[src/rtl/eeprom_access_ctrl_if.sv]
// Byte-level bus between the I2C bit/byte engine plus EEPROM array (master side)
// and eeprom_access_ctrl (slave side).
//   start_det/stop_det : 1-cycle bus condition pulses
//   rx_valid/rx_data   : received byte; ack_valid/ack : ACK decision one cycle later
//   tx_req             : master clocks out a read byte; tx_valid/tx_data : read byte
//   mem_*              : EEPROM array port (mem_rdata valid 1 cycle after mem_re)
//   busy               : controller is committing or in write-cycle time
//   wp                 : write protect, present only when WRITE_PROTECT_EN is defined
interface eeprom_access_ctrl_if;
  logic       start_det;
  logic       stop_det;
  logic       rx_valid;
  logic [7:0] rx_data;
  logic       ack_valid;
  logic       ack;
  logic       tx_req;
  logic       tx_valid;
  logic [7:0] tx_data;
  logic [7:0] mem_addr;
  logic [7:0] mem_wdata;
  logic       mem_we;
  logic       mem_re;
  logic [7:0] mem_rdata;
  logic       busy;
`ifdef WRITE_PROTECT_EN
  logic       wp;
`endif

  modport master (
`ifdef WRITE_PROTECT_EN
    output wp,
`endif
    output start_det, stop_det, rx_valid, rx_data, tx_req, mem_rdata,
    input  ack_valid, ack, tx_valid, tx_data, mem_addr, mem_wdata, mem_we, mem_re, busy
  );

  modport slave (
`ifdef WRITE_PROTECT_EN
    input  wp,
`endif
    input  start_det, stop_det, rx_valid, rx_data, tx_req, mem_rdata,
    output ack_valid, ack, tx_valid, tx_data, mem_addr, mem_wdata, mem_we, mem_re, busy
  );
endinterface

[src/rtl/eeprom_access_ctrl.sv]
// eeprom_access_ctrl: byte-level controller of an I2C EEPROM slave model.
// Decodes device / word-address bytes, owns the address pointer
// ({page, in-page count}), buffers a page write, commits it to the array
// after STOP and then models the write-cycle busy time (device NACKs).
// Ports:
//   clk   : system clock
//   rst_n : asynchronous active-low reset
//   bus   : eeprom_access_ctrl_if.slave (byte engine + array signals)
// Optional build macro: WRITE_PROTECT_EN adds bus.wp; data bytes arriving
// while wp=1 are NACKed and dropped.
module eeprom_access_ctrl #(
  parameter logic [6:0]  DEV_ADDR  = 7'h50,
  parameter int unsigned PAGE_BITS = 3,
  parameter int unsigned WR_CYCLES = 1000
) (
  input logic                 clk,
  input logic                 rst_n,
  eeprom_access_ctrl_if.slave bus
);

  localparam int unsigned SLOTS = 1 << PAGE_BITS;
  localparam int unsigned WCW   = (WR_CYCLES > 1) ? $clog2(WR_CYCLES) : 1;

  typedef enum logic [2:0] {
    S_IDLE,
    S_DEV,
    S_WADDR,
    S_WDATA,
    S_RDATA,
    S_COMMIT,
    S_WRITE_CYCLE
  } state_t;

  state_t               state;
  state_t               state_nxt;
  logic [7:0]           addr_ptr;
  logic [7:0]           page_buf [SLOTS];
  logic [SLOTS-1:0]     slot_valid;
  logic [PAGE_BITS-1:0] commit_idx;
  logic [WCW-1:0]       wr_cnt;
  logic                 ack_valid_q;
  logic                 ack_q;
  logic                 tx_valid_q;

  logic                 wp_block;
  logic                 dev_match;
  logic                 ctrl_evt;
  logic                 addr_load;
  logic                 wr_accept;
  logic                 commit_last;
  logic                 ack_nxt;
  logic                 mem_we_c;
  logic                 mem_re_c;
  logic [7:0]           mem_addr_c;
  logic [7:0]           mem_wdata_c;

`ifdef WRITE_PROTECT_EN
  assign wp_block = bus.wp;
`else
  assign wp_block = 1'b0;
`endif

  assign dev_match   = (bus.rx_data[7:1] == DEV_ADDR);
  assign ctrl_evt    = bus.start_det | bus.stop_det;
  // Bus conditions take priority over a byte arriving in the same cycle.
  assign addr_load   = (state == S_WADDR) && bus.rx_valid && !ctrl_evt;
  assign wr_accept   = (state == S_WDATA) && bus.rx_valid && !ctrl_evt && !wp_block;
  assign commit_last = (commit_idx == '1);

  always_ff @(posedge clk or negedge rst_n) begin
    if (!rst_n) state <= S_IDLE;
    else        state <= state_nxt;
  end

  always_comb begin
    state_nxt   = state;
    ack_nxt     = 1'b0;
    mem_we_c    = 1'b0;
    mem_re_c    = 1'b0;
    mem_addr_c  = '0;
    mem_wdata_c = '0;
    case (state)
      S_IDLE: begin
        if (bus.stop_det)       state_nxt = S_IDLE;
        else if (bus.start_det) state_nxt = S_DEV;
      end
      S_DEV: begin
        ack_nxt = dev_match;
        if (bus.stop_det)       state_nxt = S_IDLE;
        else if (bus.start_det) state_nxt = S_DEV;
        else if (bus.rx_valid) begin
          if (!dev_match)         state_nxt = S_IDLE;
          else if (bus.rx_data[0]) state_nxt = S_RDATA;
          else                     state_nxt = S_WADDR;
        end
      end
      S_WADDR: begin
        ack_nxt = 1'b1;
        if (bus.stop_det)       state_nxt = S_IDLE;
        else if (bus.start_det) state_nxt = S_DEV;
        else if (bus.rx_valid)  state_nxt = S_WDATA;
      end
      S_WDATA: begin
        ack_nxt = !wp_block;
        if (bus.stop_det)       state_nxt = (|slot_valid) ? S_COMMIT : S_IDLE;
        else if (bus.start_det) state_nxt = S_DEV;
      end
      S_RDATA: begin
        if (bus.stop_det)       state_nxt = S_IDLE;
        else if (bus.start_det) state_nxt = S_DEV;
        else if (bus.tx_req) begin
          mem_re_c   = 1'b1;
          mem_addr_c = addr_ptr;
        end
      end
      S_COMMIT: begin
        // Every slot costs one cycle; only valid slots strobe the array.
        if (slot_valid[commit_idx]) begin
          mem_we_c    = 1'b1;
          mem_addr_c  = {addr_ptr[7:PAGE_BITS], commit_idx};
          mem_wdata_c = page_buf[commit_idx];
        end
        if (commit_last) state_nxt = S_WRITE_CYCLE;
      end
      S_WRITE_CYCLE: begin
        // START/device bytes here are NACKed (ack_nxt stays 0): ACK polling.
        if (wr_cnt == WCW'(WR_CYCLES - 1)) state_nxt = S_IDLE;
      end
      default: state_nxt = S_IDLE;
    endcase
  end

  always_ff @(posedge clk or negedge rst_n) begin
    if (!rst_n) begin
      addr_ptr    <= '0;
      slot_valid  <= '0;
      commit_idx  <= '0;
      wr_cnt      <= '0;
      ack_valid_q <= 1'b0;
      ack_q       <= 1'b0;
      tx_valid_q  <= 1'b0;
    end else begin
      ack_valid_q <= bus.rx_valid && (state != S_RDATA);
      ack_q       <= bus.rx_valid && (state != S_RDATA) && ack_nxt;
      tx_valid_q  <= mem_re_c;

      if (addr_load)
        addr_ptr <= bus.rx_data;
      else if (wr_accept)
        // In-page counter wraps; page bits are untouched.
        addr_ptr[PAGE_BITS-1:0] <= addr_ptr[PAGE_BITS-1:0] + PAGE_BITS'(1);
      else if (mem_re_c)
        addr_ptr <= addr_ptr + 8'd1;

      if (wr_accept)
        slot_valid[addr_ptr[PAGE_BITS-1:0]] <= 1'b1;
      else if ((state == S_WDATA) && bus.start_det && !bus.stop_det)
        slot_valid <= '0;
      else if ((state == S_COMMIT) && commit_last)
        slot_valid <= '0;

      commit_idx <= (state == S_COMMIT) ? commit_idx + PAGE_BITS'(1) : '0;
      wr_cnt     <= (state == S_WRITE_CYCLE) ? wr_cnt + WCW'(1) : '0;
    end
  end

  // Data storage only; validity is tracked by slot_valid.
  always_ff @(posedge clk) begin
    if (wr_accept) page_buf[addr_ptr[PAGE_BITS-1:0]] <= bus.rx_data;
  end

  assign bus.ack_valid = ack_valid_q;
  assign bus.ack       = ack_q;
  assign bus.tx_valid  = tx_valid_q;
  assign bus.tx_data   = tx_valid_q ? bus.mem_rdata : '0;
  assign bus.mem_we    = mem_we_c;
  assign bus.mem_re    = mem_re_c;
  assign bus.mem_addr  = mem_addr_c;
  assign bus.mem_wdata = mem_wdata_c;
  assign bus.busy      = (state == S_COMMIT) || (state == S_WRITE_CYCLE);

endmodule

[src/flat_wrapper.sv]
// flat-port wrapper written by rule: the top's interface ports become plain ports
module eeprom_access_ctrl_flat 
#(
  parameter logic [6:0]  DEV_ADDR  = 7'h50,
  parameter int unsigned PAGE_BITS = 3,
  parameter int unsigned WR_CYCLES = 1000
)
  (clk, rst_n, bus_start_det, bus_stop_det, bus_rx_valid, bus_rx_data, bus_tx_req, bus_mem_rdata, bus_ack_valid, bus_ack, bus_tx_valid, bus_tx_data, bus_mem_addr, bus_mem_wdata, bus_mem_we, bus_mem_re, bus_busy);
  eeprom_access_ctrl_if bus_i ();
  input logic clk;
  input logic rst_n;
  input wire logic [$bits(bus_i.start_det)-1:0] bus_start_det;
  input wire logic [$bits(bus_i.stop_det)-1:0] bus_stop_det;
  input wire logic [$bits(bus_i.rx_valid)-1:0] bus_rx_valid;
  input wire logic [$bits(bus_i.rx_data)-1:0] bus_rx_data;
  input wire logic [$bits(bus_i.tx_req)-1:0] bus_tx_req;
  input wire logic [$bits(bus_i.mem_rdata)-1:0] bus_mem_rdata;
  output wire logic [$bits(bus_i.ack_valid)-1:0] bus_ack_valid;
  output wire logic [$bits(bus_i.ack)-1:0] bus_ack;
  output wire logic [$bits(bus_i.tx_valid)-1:0] bus_tx_valid;
  output wire logic [$bits(bus_i.tx_data)-1:0] bus_tx_data;
  output wire logic [$bits(bus_i.mem_addr)-1:0] bus_mem_addr;
  output wire logic [$bits(bus_i.mem_wdata)-1:0] bus_mem_wdata;
  output wire logic [$bits(bus_i.mem_we)-1:0] bus_mem_we;
  output wire logic [$bits(bus_i.mem_re)-1:0] bus_mem_re;
  output wire logic [$bits(bus_i.busy)-1:0] bus_busy;
  assign bus_i.start_det = bus_start_det;
  assign bus_i.stop_det = bus_stop_det;
  assign bus_i.rx_valid = bus_rx_valid;
  assign bus_i.rx_data = bus_rx_data;
  assign bus_i.tx_req = bus_tx_req;
  assign bus_i.mem_rdata = bus_mem_rdata;
  assign bus_ack_valid = bus_i.ack_valid;
  assign bus_ack = bus_i.ack;
  assign bus_tx_valid = bus_i.tx_valid;
  assign bus_tx_data = bus_i.tx_data;
  assign bus_mem_addr = bus_i.mem_addr;
  assign bus_mem_wdata = bus_i.mem_wdata;
  assign bus_mem_we = bus_i.mem_we;
  assign bus_mem_re = bus_i.mem_re;
  assign bus_busy = bus_i.busy;
  eeprom_access_ctrl #(.DEV_ADDR(DEV_ADDR), .PAGE_BITS(PAGE_BITS), .WR_CYCLES(WR_CYCLES)) u_core (.clk(clk), .rst_n(rst_n), .bus(bus_i));
endmodule
[config.mk]
export PLATFORM = sky130hd
export DESIGN_NAME = eeprom_access_ctrl_flat
export DESIGN_NICKNAME = d
export VERILOG_FILES = /design/src/rtl/eeprom_access_ctrl_if.sv /design/src/rtl/eeprom_access_ctrl.sv /design/src/flat_wrapper.sv
export SDC_FILE = /design/constraint.sdc
export NUM_CORES = 1
export LEC_CHECK = 0
export BUFFER_PORTS_ARGS = -buffer_cell sky130_fd_sc_hd__buf_4
export CELL_PAD_IN_SITES_DETAIL_PLACEMENT = 1
export CELL_PAD_IN_SITES_GLOBAL_PLACEMENT = 2
export CORE_ASPECT_RATIO = 0.6
export CORE_MARGIN = 1.5
export CORE_UTILIZATION = 37
export DETAILED_ROUTE_END_ITERATION = 8
export MAX_ROUTING_LAYER = met4
export PLACE_DENSITY_LB_ADDON = 0.1
export SLEW_MARGIN = 40
export SYNTH_ARGS = -nofsm -noshare
export SYNTH_HDL_FRONTEND = slang
export SYNTH_SLANG_ARGS = --single-unit
[constraint.sdc]
create_clock -name clk -period 2.04 [get_ports clk]
set_input_delay 0.102 -clock clk [delete_from_list [all_inputs] [get_ports clk]]
set_output_delay 0.102 -clock clk [all_outputs]
set_load 0.1 [all_outputs]
# --- Yosys cells after proc, flatten, opt, wreduce, memory -nomap -nowiden ---
# Memories as Yosys holds them, arrays and structs flattened.
# Index checks and enable logic that the tools add are counted.
word_totals:
  ff_bits: 35
  ram_bits: 64
  input_bits: 22
  output_inout_bits: 30
  wordCells: 101
  memories: 1
mem_list:
  columns: ["name", "words", "word_bits", "read_ports", "rd_clocked_by_memory_dff", "wr", "line_no", "source"]
  rows:
  - ["u_core.page_buf", 8, 8, 1, 0, 1, "eeprom_access_ctrl.sv:37", "logic [7:0] page_buf [SLOTS];"]
classes:
  n_addsub: 4
  n_lt_le_gt_ge: 3
  n_eq_ne: 15
  n_mux: 45
  bitwise: 2
  n_reduce_logical: 22
ops:
  columns: ["op", "n"]
  rows:
  - ["2-to-1 mux 8 bit", 12]
  - ["2-to-1 mux 3 bit", 16]
  - ["one-hot mux 3 bit (6 select lines)", 1]
  - ["one-hot mux 8 bit (2 select lines)", 1]
  - ["equality test 3 bit, second input constant", 4]
  - ["adder 10 x 1 -> 10 bit, second input constant", 1]
  - ["equality test 10 bit, second input constant", 1]
  - ["logical AND 1 bit", 10]
  - ["2-to-1 mux 1 bit", 10]
  - ["2-to-1 mux 10 bit", 1]
  - ["adder 8 x 1 -> 8 bit, second input constant", 1]
  - ["less-than comparator 3 x 4 -> 1 bit, second input constant", 2]
  - ["inequality test 4 bit, second input constant", 2]
  - ["bitwise OR 8 bit", 1]
  - ["OR reduction 8 bit", 1]
  - ["equality test 7 bit, second input constant", 1]
  - ["adder 3 x 1 -> 3 bit, second input constant", 2]
  - ["equality test 3 x 2 -> 1 bit, second input constant", 2]
  - ["inequality test 2 x 1 -> 1 bit, second input constant", 3]
  - ["nonzero test 3 bit", 2]
  - ["2-to-1 mux 5 bit", 1]
  - ["AND reduction 4 bit", 1]
  - ["OR reduction 2 bit", 2]
  - ["binary-select mux 1 bit (select 3 bit)", 1]
  - ["other kinds (11)", 12]

# --- Depth between registers and ports, before layout ---
logic_depth:
  ltp_word: 7
  mapped_depth: 7
  mapped_depth_nobuf: 6

# --- Worst setup path after synthesis ---
# No wires, ideal clock.
synth_timing:
  kind: "reg-to-output"
  from: "register u_core.commit_idx[0]"
  to: "output port bus_mem_addr[3]"
  arrival_time_ps: 3236
  required_time_ps: 1938
  setup_slack_ps: -1298
  path_stages_with_launch: 5
  path_buffers: 1
  path_cell_list: "dfrtp_1 buf_6 mux4_2 o211ai_2 a21boi_0"
synth_between:
  elab_chain_cells: 4
synth_rtl:
  columns: ["element", "line_no", "source"]
  rows:
  - ["start, declared", "eeprom_access_ctrl.sv:39", "logic [PAGE_BITS-1:0] commit_idx;"]
  - ["start signal, assigned", "eeprom_access_ctrl.sv:162", "commit_idx <= (state == S_COMMIT) ? commit_idx + PAGE_BITS'(1) : '0;"]
  - ["binary-select mux 1 bit (select 3 bit)", "eeprom_access_ctrl.sv:118", "if (slot_valid[commit_idx]) begin"]
  - ["2-to-1 mux 1 bit (not written as such)", "eeprom_access_ctrl.sv:118", null]
  - ["2-to-1 mux 8 bit", "eeprom_access_ctrl.sv:118", null]
  - ["one-hot mux 8 bit (2 select lines)", "eeprom_access_ctrl.sv:82", "case (state)"]
  - ["end, declared", "flat_wrapper.sv:22", "output wire logic [$bits(bus_i.mem_addr)-1:0] bus_mem_addr;"]
# Every way passes these cells. The select of a mux whose other input is x is not followed.

# --- Final worst setup path ---
layout_timing:
  from: "register u_core.commit_idx[0]"
  to: "output port bus_mem_addr[5]"
# Same word-level chain as after synthesis.

==> impl_results.md <==
- Status: finished with violations
- Failing checks: negative setup slack
- Syn_nets: between 300 and 400
- Initial antenna violation count: 0
- Vias in the first global route: approximately 3,100
- Post-Synthesis Cells: approximately 320
- Routed wl met3: between 500 and 600 microns
- Reg2reg setup slack: 0.18 ns
- Final ANT Viol Nets: 0
- Final worst-path cycle share: 1.08
- Max-slew violations: 0
- Post-synth ARST share: 0.354
- I/O Pins: 52
- Wire length on met2: ~5100 microns
- Routability cong.: between 0.7 and 0.8
- Critical Path Sink Type: output port
- Setup TNS: -1.98 ns
- Maximum vdd drop: 0.316 mV
- Design area: approximately 0.0060 sq mm
- Max-cap violation count: 0
- Top sig layer: met4
- Final worst slack: -0.157 ns
- Clock Latency Late Sink: roughly 0.34 ns
- Placed cell count: around 550
- Tmin final: approximately 2.2 ns
- Final setup violation count: 16
- H-Tree Depth: 3
- DR WL/cell: around 20 microns
- Sequential share of the synthesized area: 0.618
- Reg2Reg Depth: 4
- Avg Cell Area, Syn: between 10 and 15 sq um
- Worst R2R End: u_core.page_buf[6][3]
- Layout cells sized above 1: 0.376
- Crit path DAT: roughly 2.1 ns
- Synth-to-Final Area Change: 32.2%
- FMAX: around 0.46 GHz
- Nets: 428
- Total CTS buffers: 9
- Crit path max fanout: 7
- Number of synthesized flops with an enable pin: between 60 and 70
- Placed inst area: 0.00532 sq mm
- Die Ht: between 80 and 90 microns
- Core box area: between 0.01 and 0.015 sq mm
- Vias: between 2,000 and 3,000
- Post-DP HPWL: slightly below 8000 microns
- Synth warn: 0
- Worst Path Required: just under 2 ns
- Starting density of the core: 0.377
- Yosys cell types: 53
- CTS root buf: clkbuf_16
- Total power: roughly 0.0038 W
- # rows: 31
- CP Launch Type: flop
- Hold Path Origin: bus_rx_data[5]
- Reg2reg start: u_core.state[1]
- GRT Total Usage: 0.195
- Dominant cells by area after synthesis: edfxtp_1, dfrtp_1, mux4_2, mux2i_1, nor2_1
- Largest net degree at the start of global routing: 36
- Slew @ Worst Pin: between 0.4 and 0.5 ns
- Diodes inserted: 0
- RSZ-0062 raised after global routing: true
- First-pass GRT wire length: ~18,000 microns
- Filler-free cell count of the finished design: between 500 and 600
- Hold Path Depth: 1
- Grt ovf: 0
- Leakage: roughly 2.3 nW
- Fillcell total: about 1,200
- Sink Count: 99
- Detailed Route Iter0 Violations: between 150 and 200
- Die width: 146 microns
- Full die area: between 0.01 and 0.015 sq mm
- Clk pin slew, worst setup/hold paths: about 0.070 ns
- Relative max-transition margin: 0.678
- Top_reg_cell synth: edfxtp_1
- Final Skew: roughly 0.0072 ns
- Number of I/O port buffers: slightly above 50
- Crit Path Class: flop to output port
- WHS Endpoint: u_core.page_buf[2][5]
- CTS tree: built
- Pre-antenna DRT Iters: 7
- Area leader, netlist: edfxtp_1
- Clk buf depth: 2
- Final Hold Fails: 0
- Top cell type's share of synthesized area: 0.425
- Cell Pwr Density: around 640 mW/mm^2
- Synthesis-stage register bit count: 99
- DRC: 0
- M1 WL: 5760 microns
- Mapped Area: 0.00452 sq mm
- Worst hold path type: primary input to flop
- Mean number of vias per cell: approximately 5.2
- Drt total wl: approximately 12,000 microns
-- flip-flops by register name (all words and copies together) (netlist names) --
signal / flops
u_core.bus.tx_valid: 1
u_core.wr_cnt: 10
u_core.bus.ack_valid: 1
u_core.page_buf: 64
u_core.slot_valid: 8
u_core.state: 3
u_core.commit_idx: 3
u_core.addr_ptr: 8
u_core.bus.ack: 1
-- metrics by stage --
step	setup WS [ns]	hold slack, ns	util
detailed placement	0.114	0.105	0.444
floorplan	-0.578	-0.194	-
global route	-0.228	0.0461	0.499
finish	-0.157	0.0400	0.499
CTS	-0.158	0.0344	0.495
global placement	0.164	0.0988	0.444
-- final cells by class --
class                           count  area [sq um]  share of cell area
Sequential cell                    99          2800               0.469
Multi-Input combinational cell    200          1780               0.298
Timing Repair Buffer               86           897               0.150
Clock buffer                       11           233              0.0389
Tap cell                          165           206              0.0345
Clock inverter                      5          28.8             0.00481
Inverter                            6          28.8             0.00481
-- cells in the mapped netlist, drive strengths merged (3+ instances only) --
master,count
edfxtp,64
dfrtp,35
nor2,24
nand2,22
mux4,18
and2,12
o21ai,12
buf,11
and3,10
mux2i,9
nand3,9
o21a,9
a21boi,6
nor3,6
o211ai,6
xor2,6
inv,5
nor2b,5
nor3b,5
ha,4
a32o,3
clkbuf,3
nor4,3
or4,3
xnor2,3
-- critical path, cell delays in order, from the launching register on --
cell and delay (ns):
dfrtp_2 0.42, mux4_2 0.55, nand2b_4 0.17, o211ai_4 0.10, buf_12 0.14, buf_12 0.13, a21boi_2 0.08, buf_12 0.17
-- cell families (layout without fill, tap and decap cells) --
family / count (synthesis) / in the layout / share of synthesized area
XOR/XNOR: 9 / 9 / 0.0174
adder cells (fa/ha/maj): 4 / 4 / 0.0111
buffers and inverters: 20 / 108 / 0.0238
AND/OR/NAND/NOR: 110 / 110 / 0.138
AO/OA/AOI/OAI: 48 / 48 / 0.0766
flip-flops: 99 / 99 / 0.618
multiplexers: 29 / 29 / 0.114
-- report_power, final --
group / leakage (nW) / total (W) / internal, W / switching, W
Clock: 0.121 / 0.00154 / 0.000821 / 0.000717
Sequential: 1.05 / 0.00215 / 0.00214 / 0.00000619
Combinational: 1.08 / 0.000119 / 0.0000433 / 0.0000755
-- how the worst max path moves through the flow --
stage | startpoint | endpoint | cells past startpoint
after detailed placement | u_core.commit_idx[0] | bus_mem_addr[3] | 6
after global placement | u_core.commit_idx[0] | bus_mem_addr[3] | 6
after floorplan | u_core.commit_idx[0] | bus_mem_addr[3] | 4
after global routing | u_core.commit_idx[0] | bus_mem_addr[5] | 7
after CTS | u_core.commit_idx[0] | bus_mem_addr[3] | 7
final | u_core.commit_idx[0] | bus_mem_addr[5] | 7
-- layout by cell type (no fill, tap or decap), types with 4 or more instances in the layout --
cell and count:
clkbuf_16 9, o21ai_0 9, inv_1 4, buf_4 64, mux2i_1 4, edfxtp_1 64
nor2_4 8, nand2_1 21, a21boi_2 4, nand3_1 9, xor2_1 6, mux4_2 18
and3_1 10, dfrtp_1 32, nor2_1 16, o211ai_1 5, ha_1 4, and2_1 12
nor2b_1 4, nor3_1 5, buf_12 19, o21a_1 9
-- metal layers --
metal,track usage,vias up
met4,0.0399,0
met5,-,-
met3,0.0351,7
met1,0.279,1530
met2,0.293,71
li1,-,1377
-- timing repair --
item,in CTS,in global routing
gates cloned,1,0
resized for setup,72,16
hold buffers,1,0
setup endpoints to repair,17,17
pin swaps,5,5
setup buffers,4,0
hold endpoints to repair,35,0
Power figures use the tool's default switching activity.
